$ cat src/rtl/phase_sequencer.sv
// phase_sequencer: button-driven programming sequencer.
// Decodes the {in1,in2} command pair on press edges, stages `data`, commits
// it to one slot per phase and advances the phase counter.
// Optional build macro: DEBOUNCE_EN (adds a DB_CYCLES stability filter on cmd).
module phase_sequencer #(
    parameter int NUM_PHASES = 4,
    parameter int PHASE_W    = 2,
    parameter int DATA_W     = 4,
    parameter int BLINK_DIV  = 8,
    parameter int DB_CYCLES  = 3
) (
    input  logic                           clk,
    input  logic                           rst_n,
    input  logic                           in1,
    input  logic                           in2,
    input  logic [DATA_W-1:0]              data,
    output logic [PHASE_W-1:0]             phase,
    output logic                           phase_plus,
    output logic [DATA_W-1:0]              diode,
    output logic [NUM_PHASES*DATA_W-1:0]   prog_word,
    output logic                           done,
    output logic                           err
);

    localparam logic [1:0] CMD_GIVE    = 2'b11;
    localparam logic [1:0] CMD_CONFIRM = 2'b01;
    localparam logic [1:0] CMD_END     = 2'b00;
    localparam logic [1:0] CMD_IDLE    = 2'b10;

    localparam int                 BLINK_W    = (BLINK_DIV > 2) ? $clog2(BLINK_DIV) : 1;
    localparam logic [BLINK_W-1:0] BLINK_LAST = BLINK_W'(BLINK_DIV - 1);
    localparam logic [PHASE_W-1:0] LAST_PHASE = PHASE_W'(NUM_PHASES - 1);

    typedef enum logic [1:0] {
        S_WAIT   = 2'd0,
        S_HELD   = 2'd1,
        S_COMMIT = 2'd2,
        S_DONE   = 2'd3
    } state_t;

    state_t              state;
    logic [1:0]          cmd_raw;
    logic [1:0]          cmd_q;
    logic [1:0]          cmd_prev;
    logic                press;
    logic [DATA_W-1:0]   staging;
    logic [BLINK_W-1:0]  blink_cnt;
    logic                blink_on;

    assign cmd_raw = {in1, in2};

`ifdef DEBOUNCE_EN
    localparam int DB_W = $clog2(DB_CYCLES + 1);

    logic [1:0]      cmd_cand;
    logic [DB_W-1:0] db_cnt;

    // Command register follows the raw pair only after DB_CYCLES identical samples
    always_ff @(posedge clk) begin
        if (!rst_n) begin
            cmd_cand <= CMD_IDLE;
            db_cnt   <= '0;
            cmd_q    <= CMD_IDLE;
        end else begin
            cmd_cand <= cmd_raw;
            if (cmd_raw != cmd_cand) begin
                db_cnt <= DB_W'(1);
            end else begin
                if (db_cnt < DB_W'(DB_CYCLES))
                    db_cnt <= db_cnt + DB_W'(1);
                if (db_cnt >= DB_W'(DB_CYCLES - 1))
                    cmd_q <= cmd_raw;
            end
        end
    end
`else
    // Command register is a plain one-cycle sample of the raw pair
    always_ff @(posedge clk) begin
        if (!rst_n)
            cmd_q <= CMD_IDLE;
        else
            cmd_q <= cmd_raw;
    end
`endif

    // Previous command value, used to find the release-to-press edge
    always_ff @(posedge clk) begin
        if (!rst_n)
            cmd_prev <= CMD_IDLE;
        else
            cmd_prev <= cmd_q;
    end

    // A command counts only when leaving IDLE; holds and code-to-code moves are ignored
    assign press = (cmd_prev == CMD_IDLE) && (cmd_q != CMD_IDLE);

    // Sequencer FSM with registered outputs and slot storage
    always_ff @(posedge clk) begin
        if (!rst_n) begin
            state      <= S_WAIT;
            phase      <= '0;
            phase_plus <= 1'b0;
            diode      <= '0;
            prog_word  <= '0;
            done       <= 1'b0;
            err        <= 1'b0;
            staging    <= '0;
            blink_cnt  <= '0;
            blink_on   <= 1'b0;
        end else begin
            phase_plus <= 1'b0;
            err        <= 1'b0;
            case (state)
                S_WAIT: begin
                    diode <= '0;
                    if (press && cmd_q == CMD_GIVE) begin
                        staging   <= data;
                        blink_cnt <= '0;
                        blink_on  <= 1'b1;
                        diode     <= data;
                        state     <= S_HELD;
                    end else if (press && cmd_q == CMD_END) begin
                        err <= 1'b1;
                    end
                end
                S_HELD: begin
                    if (press && cmd_q == CMD_GIVE) begin
                        staging   <= data;
                        blink_cnt <= '0;
                        blink_on  <= 1'b1;
                        diode     <= data;
                    end else if (press && cmd_q == CMD_CONFIRM) begin
                        prog_word[phase*DATA_W +: DATA_W] <= staging;
                        diode <= staging;
                        state <= S_COMMIT;
                    end else begin
                        if (press && cmd_q == CMD_END)
                            err <= 1'b1;
                        // Blink: staging for BLINK_DIV cycles, then blank for BLINK_DIV
                        if (blink_cnt == BLINK_LAST) begin
                            blink_cnt <= '0;
                            blink_on  <= ~blink_on;
                            diode     <= blink_on ? '0 : staging;
                        end else begin
                            blink_cnt <= blink_cnt + BLINK_W'(1);
                            diode     <= blink_on ? staging : '0;
                        end
                    end
                end
                S_COMMIT: begin
                    diode <= staging;
                    if (press && cmd_q == CMD_GIVE) begin
                        staging   <= data;
                        blink_cnt <= '0;
                        blink_on  <= 1'b1;
                        diode     <= data;
                        state     <= S_HELD;
                    end else if (press && cmd_q == CMD_END) begin
                        phase_plus <= 1'b1;
                        if (phase == LAST_PHASE) begin
                            done  <= 1'b1;
                            diode <= '1;
                            state <= S_DONE;
                        end else begin
                            phase <= phase + PHASE_W'(1);
                            diode <= '0;
                            state <= S_WAIT;
                        end
                    end
                end
                S_DONE: begin
                    diode <= '1;
                end
                default: begin
                    diode <= '0;
                    state <= S_WAIT;
                end
            endcase
        end
    end

endmodule
$ cat config.mk
export PLATFORM = sky130hd
export DESIGN_NAME = phase_sequencer
export DESIGN_NICKNAME = d
export VERILOG_FILES = /design/src/rtl/phase_sequencer.sv
export SDC_FILE = /design/constraint.sdc
export NUM_CORES = 1
export LEC_CHECK = 0
export ABC_CLOCK_PERIOD_IN_PS = 1880
export CAP_MARGIN = 10
export CORE_ASPECT_RATIO = 0.75
export CORE_MARGIN = 2
export CORE_UTILIZATION = 30
export DETAILED_ROUTE_END_ITERATION = 10
export MAX_ROUTING_LAYER = met4
export PLACE_DENSITY = 0.51
export REMOVE_ABC_BUFFERS = 1
export SLEW_MARGIN = 15
export SYNTH_ARGS = -nofsm -noshare
export SYNTH_HDL_FRONTEND = slang
export SYNTH_SLANG_ARGS = --single-unit
$ cat constraint.sdc
create_clock -name clk -period 1.88 [get_ports clk]
set_input_delay 0.47 -clock clk [delete_from_list [all_inputs] [get_ports clk]]
set_output_delay 0.47 -clock clk [all_outputs]
set_load 0.005 [all_outputs]
==> results of run 1 <==
-- flip-flops by register name, indices dropped and copies added (netlist names) --
register	flops
staging	4
state	2
cmd_prev	2
err	1
cmd_q	2
done	1
prog_word	16
phase_plus	1
phase	2
blink_cnt	3
diode	4
blink_on	1
-- where the power goes --
| group | switching, mW | internal [mW] | leakage [nW] | total (mW) |
|---|---|---|---|---|
| combinational | 0.0841 | 0.0685 | 0.520 | 0.153 |
| sequential | 0.0188 | 0.840 | 0.317 | 0.859 |
| clock | 0.299 | 0.531 | 0.0654 | 0.829 |
| total | 0.402 | 1.44 | 0.903 | 1.84 |
-- worst max-delay path: cells and delay by family (launching register included) --
family / cells / cell delay, ns
adders and majority gates: 1 / 0.19
DFF: 1 / 0.35
and+or+nand+nor: 2 / 0.73
buffers and inverters: 2 / 0.14
AOI/OAI and AO/OA: 2 / 0.31
-- cells by family (layout without fill, tap and decap cells) --
group	count (synthesis)	in the layout	share of synthesized area, %
adder cells (fa/ha/maj)	11	11	7.618
multiplexers	2	2	1.108
buffers and inverters	18	68	3.809
AND/OR/NAND/NOR	96	96	27.36
flip-flops	39	39	43.21
AO/OA/AOI/OAI	46	46	15.93
XOR/XNOR	2	2	0.9697
-- worst max path at each step --
| stage | start | cells past startpoint | slack [ns] | endpoint |
|---|---|---|---|---|
| floorplan | state[0]$_SDFFE_PN0P_ | 6 | -0.35 | diode[0]$_SDFF_PN0_ |
| global placement | state[1]$_SDFFE_PN0P_ | 7 | 0.06 | diode[1]$_SDFF_PN0_ |
| detailed placement | state[1]$_SDFFE_PN0P_ | 6 | 0.04 | state[1]$_SDFFE_PN0P_ |
| CTS | phase[0]$_SDFFE_PN0P_ | 2 | 0.01 | phase[0] |
| global route | state[1]$_SDFFE_PN0P_ | 7 | -0.09 | diode[0]$_SDFF_PN0_ |
| finish | state[1]$_SDFFE_PN0P_ | 7 | 0.06 | diode[0]$_SDFF_PN0_ |
-- synth_stat cells --
cell type and instances:
and2_1 1, nand2b_1 4, a21oi_1 24, and4_1 1, buf_2 1, ha_1 11
o211a_1 1, nor2b_1 1, dfxtp_1 39, nand3b_1 1, inv_1 5, nor4_4 1
nor2_1 21, xnor2_1 1, nand3_1 1, clkbuf_1 10, o211ai_1 3, a31oi_1 1
inv_2 2, nor3b_1 3, mux2i_1 2, o21ai_0 6, o31ai_1 1, nand2_1 32
nand4_1 17, nor3_1 4, a221oi_2 1, nor4_1 1, a32oi_1 1, or3_1 5
nand4b_1 1, a22oi_1 2, xor2_1 1, or4b_1 1, a221oi_1 5, o41ai_1 1
and4b_1 1
-- through the flow --
| stage | setup WS [ns] | instance area (µm²) |
|---|---|---|
| floorplan | -0.3509 | 1764 |
| global placement | 0.06332 | 2332 |
| detailed placement | 0.03547 | 2332 |
| CTS | 0.01414 | 2465 |
| global route | -0.09480 | 2570 |
| finish | 0.05654 | 2570 |
-- area by class of cell --
type	count	area share, %
Multi-Input combinational cell	157	40.60
Sequential cell	39	30.53
Timing Repair Buffer	53	18.89
Tap cell	78	3.797
Clock buffer	6	2.824
Clock inverter	2	2.337
Inverter	7	1.022
-- routing by layer --
layer,up-vias,global-route usage [%]
met3,8,3.621
met4,0,5.314
met5,-,-
met2,39,21.02
li1,876,-
met1,757,21.41
-- repair_timing --
action,4_1_cts,5_1_grt
setup endpoints to repair,0,26
buffers inserted,0,1
gates resized for setup,0,24
hold endpoints to repair,0,0
==> results.md, run 1 <==
- Status: finished clean
- Required time worst endpoint: about 2.1 ns
- PD cells: between 700 and 800 mW/mm²
- Pleak: between 0.9 and 1 nW
- Top cells by area, synth: dfxtp_1 43%, ha_1 7.6%, a21oi_1 6.6%
- Yosys top cell by area: dfxtp_1
- Routability cong.: 0.8192
- CTS sink cnt: 39
- Skew-Pair Late Insertion Delay: 0.29 ns
- Nets: 282
- Seq. cell area: between 700 and 800 µm²
- RSZ-0062 raised after global routing: true
- CTS Hold Buffers Added: 0
- Top Metal Used: met4
- Area Overhead vs Synth: 42.24%
- CP max stage delay: 0.37 ns
- Core Box Area: 0.005826 mm²
- DIE AREA: 0.006666 mm²
- Clock transition at path regs: 0.08 ns
- Met2 wire len: 1910 µm
- Residual DRC count: 0
- Remaining global-route overflow: 0
- Worst-Margin Slew: 0.4556 ns
- Die Span Y: 71.21 µm
- Pin count of the biggest net entering global routing: 23
- Yosys top cell area share: 43.21%
- Initial core utilization: 31.01%
- Fillers: between 500 and 600
- TritonCTS Buffers: 5
- Slowest-stage cell, CP: or3_1
- Worst hold path stage count: 2
- Drt wl/cell: 13.56 µm
- Worst Hold Class: flop to flop
- Initial antenna violation count: 0
- FMAX: 548.4 MHz
- Non-Filler Instances: 342
- Fin util: 44.12%
- Yosys warning count: 0
- CP Data Arrival Time: approximately 2.0 ns
- Post-Route WL: around 4600 µm
- Worst reg-to-reg path cell count: 7
- I/O pin count: 33
- Crit path capture type: flop
- First-pass GRT wire length: between 7000 and 8000 µm
- H-tree depth: 2
- Slew Limit Fails: 0
- Fin Clk Skew: 0.004168 ns
- WS Path Type: flop to flop
- Num rows: 24
- Hold Startpoint: prog_word[8]$_SDFFE_PN0P_
- Fin crit share: 96.99%
- CP Cell Sequence: inv_1 > ha_2 > inv_2 > nor4_4 > a221oi_4 > or3_1 > a221oi_2
- Initial drt markers: between 50 and 60
- Detailed Routing Iterations Pass 1: 4
- Minimum clock period: between 1.5 and 2 ns
- HPWL Detailed: 3384 µm
- CTS tree: yes
- Worst hold endpoint: prog_word[8]$_SDFFE_PN0P_
- Fraction of layout instances using a drive strength above 1: 19.70%
- Worst r2r src: state[1]$_SDFFE_PN0P_
- Total Power: approximately 1.8 mW
- Commonest non-fill, non-tap cell in the layout: dfxtp_1
- WHS: 0.4522 ns
- Sequential element share of the synthesized area: 43.21%
- Most frequent cells in the layout: 36 x dfxtp_1, 32 x clkdlybuf4s50_1, 27 x nand2_1, 23 x a21oi_1, 21 x nor2_1
- Placed Cells: 333
- Syn_area_per_cell: about 8.4 µm²
- ANT cells: 0
- Gate Count Post-Synth: roughly 210
- Startpoint Class: flop
- Endpoints failing setup: 0
- Met3 WL post-DR: 207 µm
- Multi-input logic area: about 0.0010 mm²
- Setup TNS: 0 ns
- Clk Tree Root Cell: clkbuf_8
- R2r setup slk: 0.06 ns
- Routed vias/inst: around 4.9
- Maximum vdd ir drop: 0.2810 mV
- Post-Syn Area: 0.001807 mm²
- Crit-path max FO: 5
- Post-DRT Antenna Nets: 0
- Rel. slew slack: around 70%
- GRT Total Usage: 15.14%
- Number of synthesized register bits: 39
- Post-synthesis cell type count: 37
- Port Buffer Count: 32
- Die span in x: ~94 µm
- Clk buf depth: 2
- R2R Path End: diode[0]$_SDFF_PN0_
- Endpoints failing hold: 0
- Vias in the first global route: 1556
- Vias post-DR: 1680
- Met1 wire length: about 2500 µm
- Max cap viols: 0
No activity file was read; power rests on OpenSTA's default activity.
==> run 2: changes to the inputs <==
ABC_CLOCK_PERIOD_IN_PS = 2400   (was 1880)
PLACE_DENSITY = 0.5   (was 0.51)
clock period = 2.4 ns   (was 1.88 ns; I/O delays follow)
==> run 2 against run 1 <==
Compared with the run above:
- sequential power is 22% lower
- via count is 4.2% lower
- global-route usage is 0.48 points lower
- highest routed layer unchanged
- critical endpoint is now state[1]$_SDFFE_PN0P_
- setup slack better by 0.29 ns
- wire length is 6.2% lower
- non-clock buffer count is 17 lower
==> results.md, run 2 (same netlist as run 1, synthesis figures left out) <==
- Status: finished clean
- Pleak: 0.7993 nW
- WS Path Type: flop to flop
- Switching power: 0.3142 mW
- PD cells: 609.1 mW/mm²
- FMAX: 488.0 MHz
- Skew-Pair Late Insertion Delay: about 0.3 ns
- Post-DRT Antenna Nets: 0
- Residual DRC count: 0
- Worst-Margin Slew: roughly 0.52 ns
- Pin count of the biggest net entering global routing: 25
- Most Crowded Layer GR: met1
- Crit-path max FO: 10
- Met3 Track Usage GR: 3.301%
- Minimum clock period: ~2 ns
- Endpoints failing setup: 0
- Top delay family on crit path: compound AO/OA/AOI/OAI gates
- RSZ-0062 raised after global routing: false
- GR met1 Demand/Resource: approximately 22%
- GRT Total Usage: ~15%
- Switch share: between 20 and 25%
- Worst hold path stage count: 2
- Fin Clk Skew: 0.009119 ns
- Post-route cell area: 0.002345 mm²
- Sequential power share: 47.1%
- Area Overhead vs Synth: 29.78%
- Endpoints failing hold: 0
- Crit path launch: state[0]$_SDFFE_PN0P_
- Port Buffer Count: 32
- CTS tree: yes
- Slowest-stage cell, CP: or4b_1
- Setup TNS: 0 ns
- Fraction of layout instances using a drive strength above 1: 6.073%
- Clock transition at path regs: 0.08 ns
- Logic gate share of total power: 6.8%
- Worst r2r src: state[0]$_SDFFE_PN0P_
- Initial antenna violation count: 0
- Levels on crit path: 6
- I/O pin count: 33
- Clk Tree Root Cell: clkbuf_8
- First-pass GRT wire length: 7279 µm
- Num rows: 24
- Core Box Area: 0.005826 mm²
- TritonCTS Buffers: 5
- Slew Limit Fails: 0
- Post-Route WL: 4350 µm
- Routed vias/inst: 4.951
- Worst setup margin: about 0.35 ns
- DIE AREA: 0.006666 mm²
- Required time worst endpoint: ~2.6 ns
- CTS Hold Buffers Added: 0
- Internal power: 1.114 mW
- Startpoint Class: flop
- Vias in the first global route: ~1.5k
- CP Cell Sequence: inv_1 > ha_1 > or4b_1 > o21ai_0 > a32oi_1 > o41ai_1
- Nets: 265
- Routability cong.: 0.7812
- Initial drt markers: 101
- Die Span Y: 71.21 µm
- CP Data Arrival Time: 2.25 ns
- Clock power frac: 46.1%
- Resize count post-CTS: 0
- Rel. slew slack: between 60% and 70%
- Worst Hold Class: flop to flop
- CTS sink cnt: 39
- Met2 usage: 18.23%
- Critical path buffers and inverters: 1
- Cell Area, Placed: 0.002212 mm²
- ANT cells: 0
- Most frequent cells in the layout: 39 x dfxtp_1, 32 x nand2_1, 32 x clkdlybuf4s50_1, 24 x a21oi_1, 21 x nor2_1
- Maximum vdd ir drop: 0.2604 mV
- Max FFs per register: 16
- HPWL Detailed: 3130 µm
- Worst reg-to-reg path cell count: 6
- WHS: 0.4556 ns
- Fin crit share: 85.39%
- Dpl ws: 0.3715 ns
- Initial core utilization: between 30 and 40%
- Vias post-DR: 1609
- Crit path capture type: flop
- CP max stage delay: 0.52 ns
- Detailed Routing Iterations Pass 1: 4
- Top Registers: prog_word: 16 flops, diode: 4 flops, staging: 4 flops
- Commonest non-fill, non-tap cell in the layout: dfxtp_1
- Remaining global-route overflow: 0
- Max cap viols: 0
- Setup bufs post-CTS: 0
- Clk buf depth: 2
- Top reg by flops: prog_word
- H-tree depth: 2
- Die span in x: 93.61 µm
- Hold Startpoint: prog_word[13]$_SDFFE_PN0P_
- Drt wl/cell: 13.38 µm
- Fillers: 597
==> run 2: cell count changes in the layout (fill, tap and decap cells not counted), moves of 3 or more <==
cell,change
dfxtp_1,+3
buf_4,-16
a221oi_1,+3
nand2_1,+5
nand2_2,-5
dfxtp_2,-3
==> run 2: power by group through the flow <==
stage                     sequential (mW)  clock, mW  combinational [mW]
after floorplan                     0.683          0              0.0586
after global placement              0.688          0              0.0969
after detailed placement            0.688          0              0.0964
after CTS                           0.673      0.675              0.0967
after global routing                0.675      0.703               0.109
final                               0.673      0.659              0.0968
==> run 2: area by class of cell <==
cell class | instances | area (µm²) | area share [%]
multi-input cells | 157 | 957.2 | 40.82
flip-flops and latches | 39 | 780.7 | 33.30
repair buffers | 36 | 350.3 | 14.94
well taps | 78 | 97.59 | 4.162
clock buffers | 6 | 72.57 | 3.095
clock inverters | 2 | 60.06 | 2.561
inverters | 7 | 26.28 | 1.121
==> run 2: worst register-to-register path: stages, from the launching register on <==
cell     delay (ns)
dfxtp_1        0.42
inv_1          0.09
ha_1           0.32
or4b_1         0.53
o21ai_0        0.09
a32oi_1        0.13
o41ai_1        0.36
==> run 2: layer usage <==
layer | share of wire [%] | up-vias
li1 | - | 840
met1 | 54 | 720
met2 | 38 | 42
met3 | 5.6 | 7
met4 | 2.0 | 0
met5 | 0 | -
==> run 2: final timing paths <==
| kind | end | slack [ns] |
|---|---|---|
| worst max register to register | state[1]$_SDFFE_PN0P_ | 0.35 |
| worst min-delay path | prog_word[13]$_SDFFE_PN0P_ | 0.46 |
| worst max-delay path | state[1]$_SDFFE_PN0P_ | 0.35 |
| worst min register to register | prog_word[13]$_SDFFE_PN0P_ | 0.46 |
==> run 2: metrics by stage <==
step           std cells  util [%]  total power, mW
6_report             325     40.25            1.428
5_1_grt              325     40.25            1.486
4_1_cts              325     40.25            1.445
3_5_place_dp         317     37.97           0.7846
3_3_place_gp         317     37.97           0.7850
2_1_floorplan        203         -           0.7420
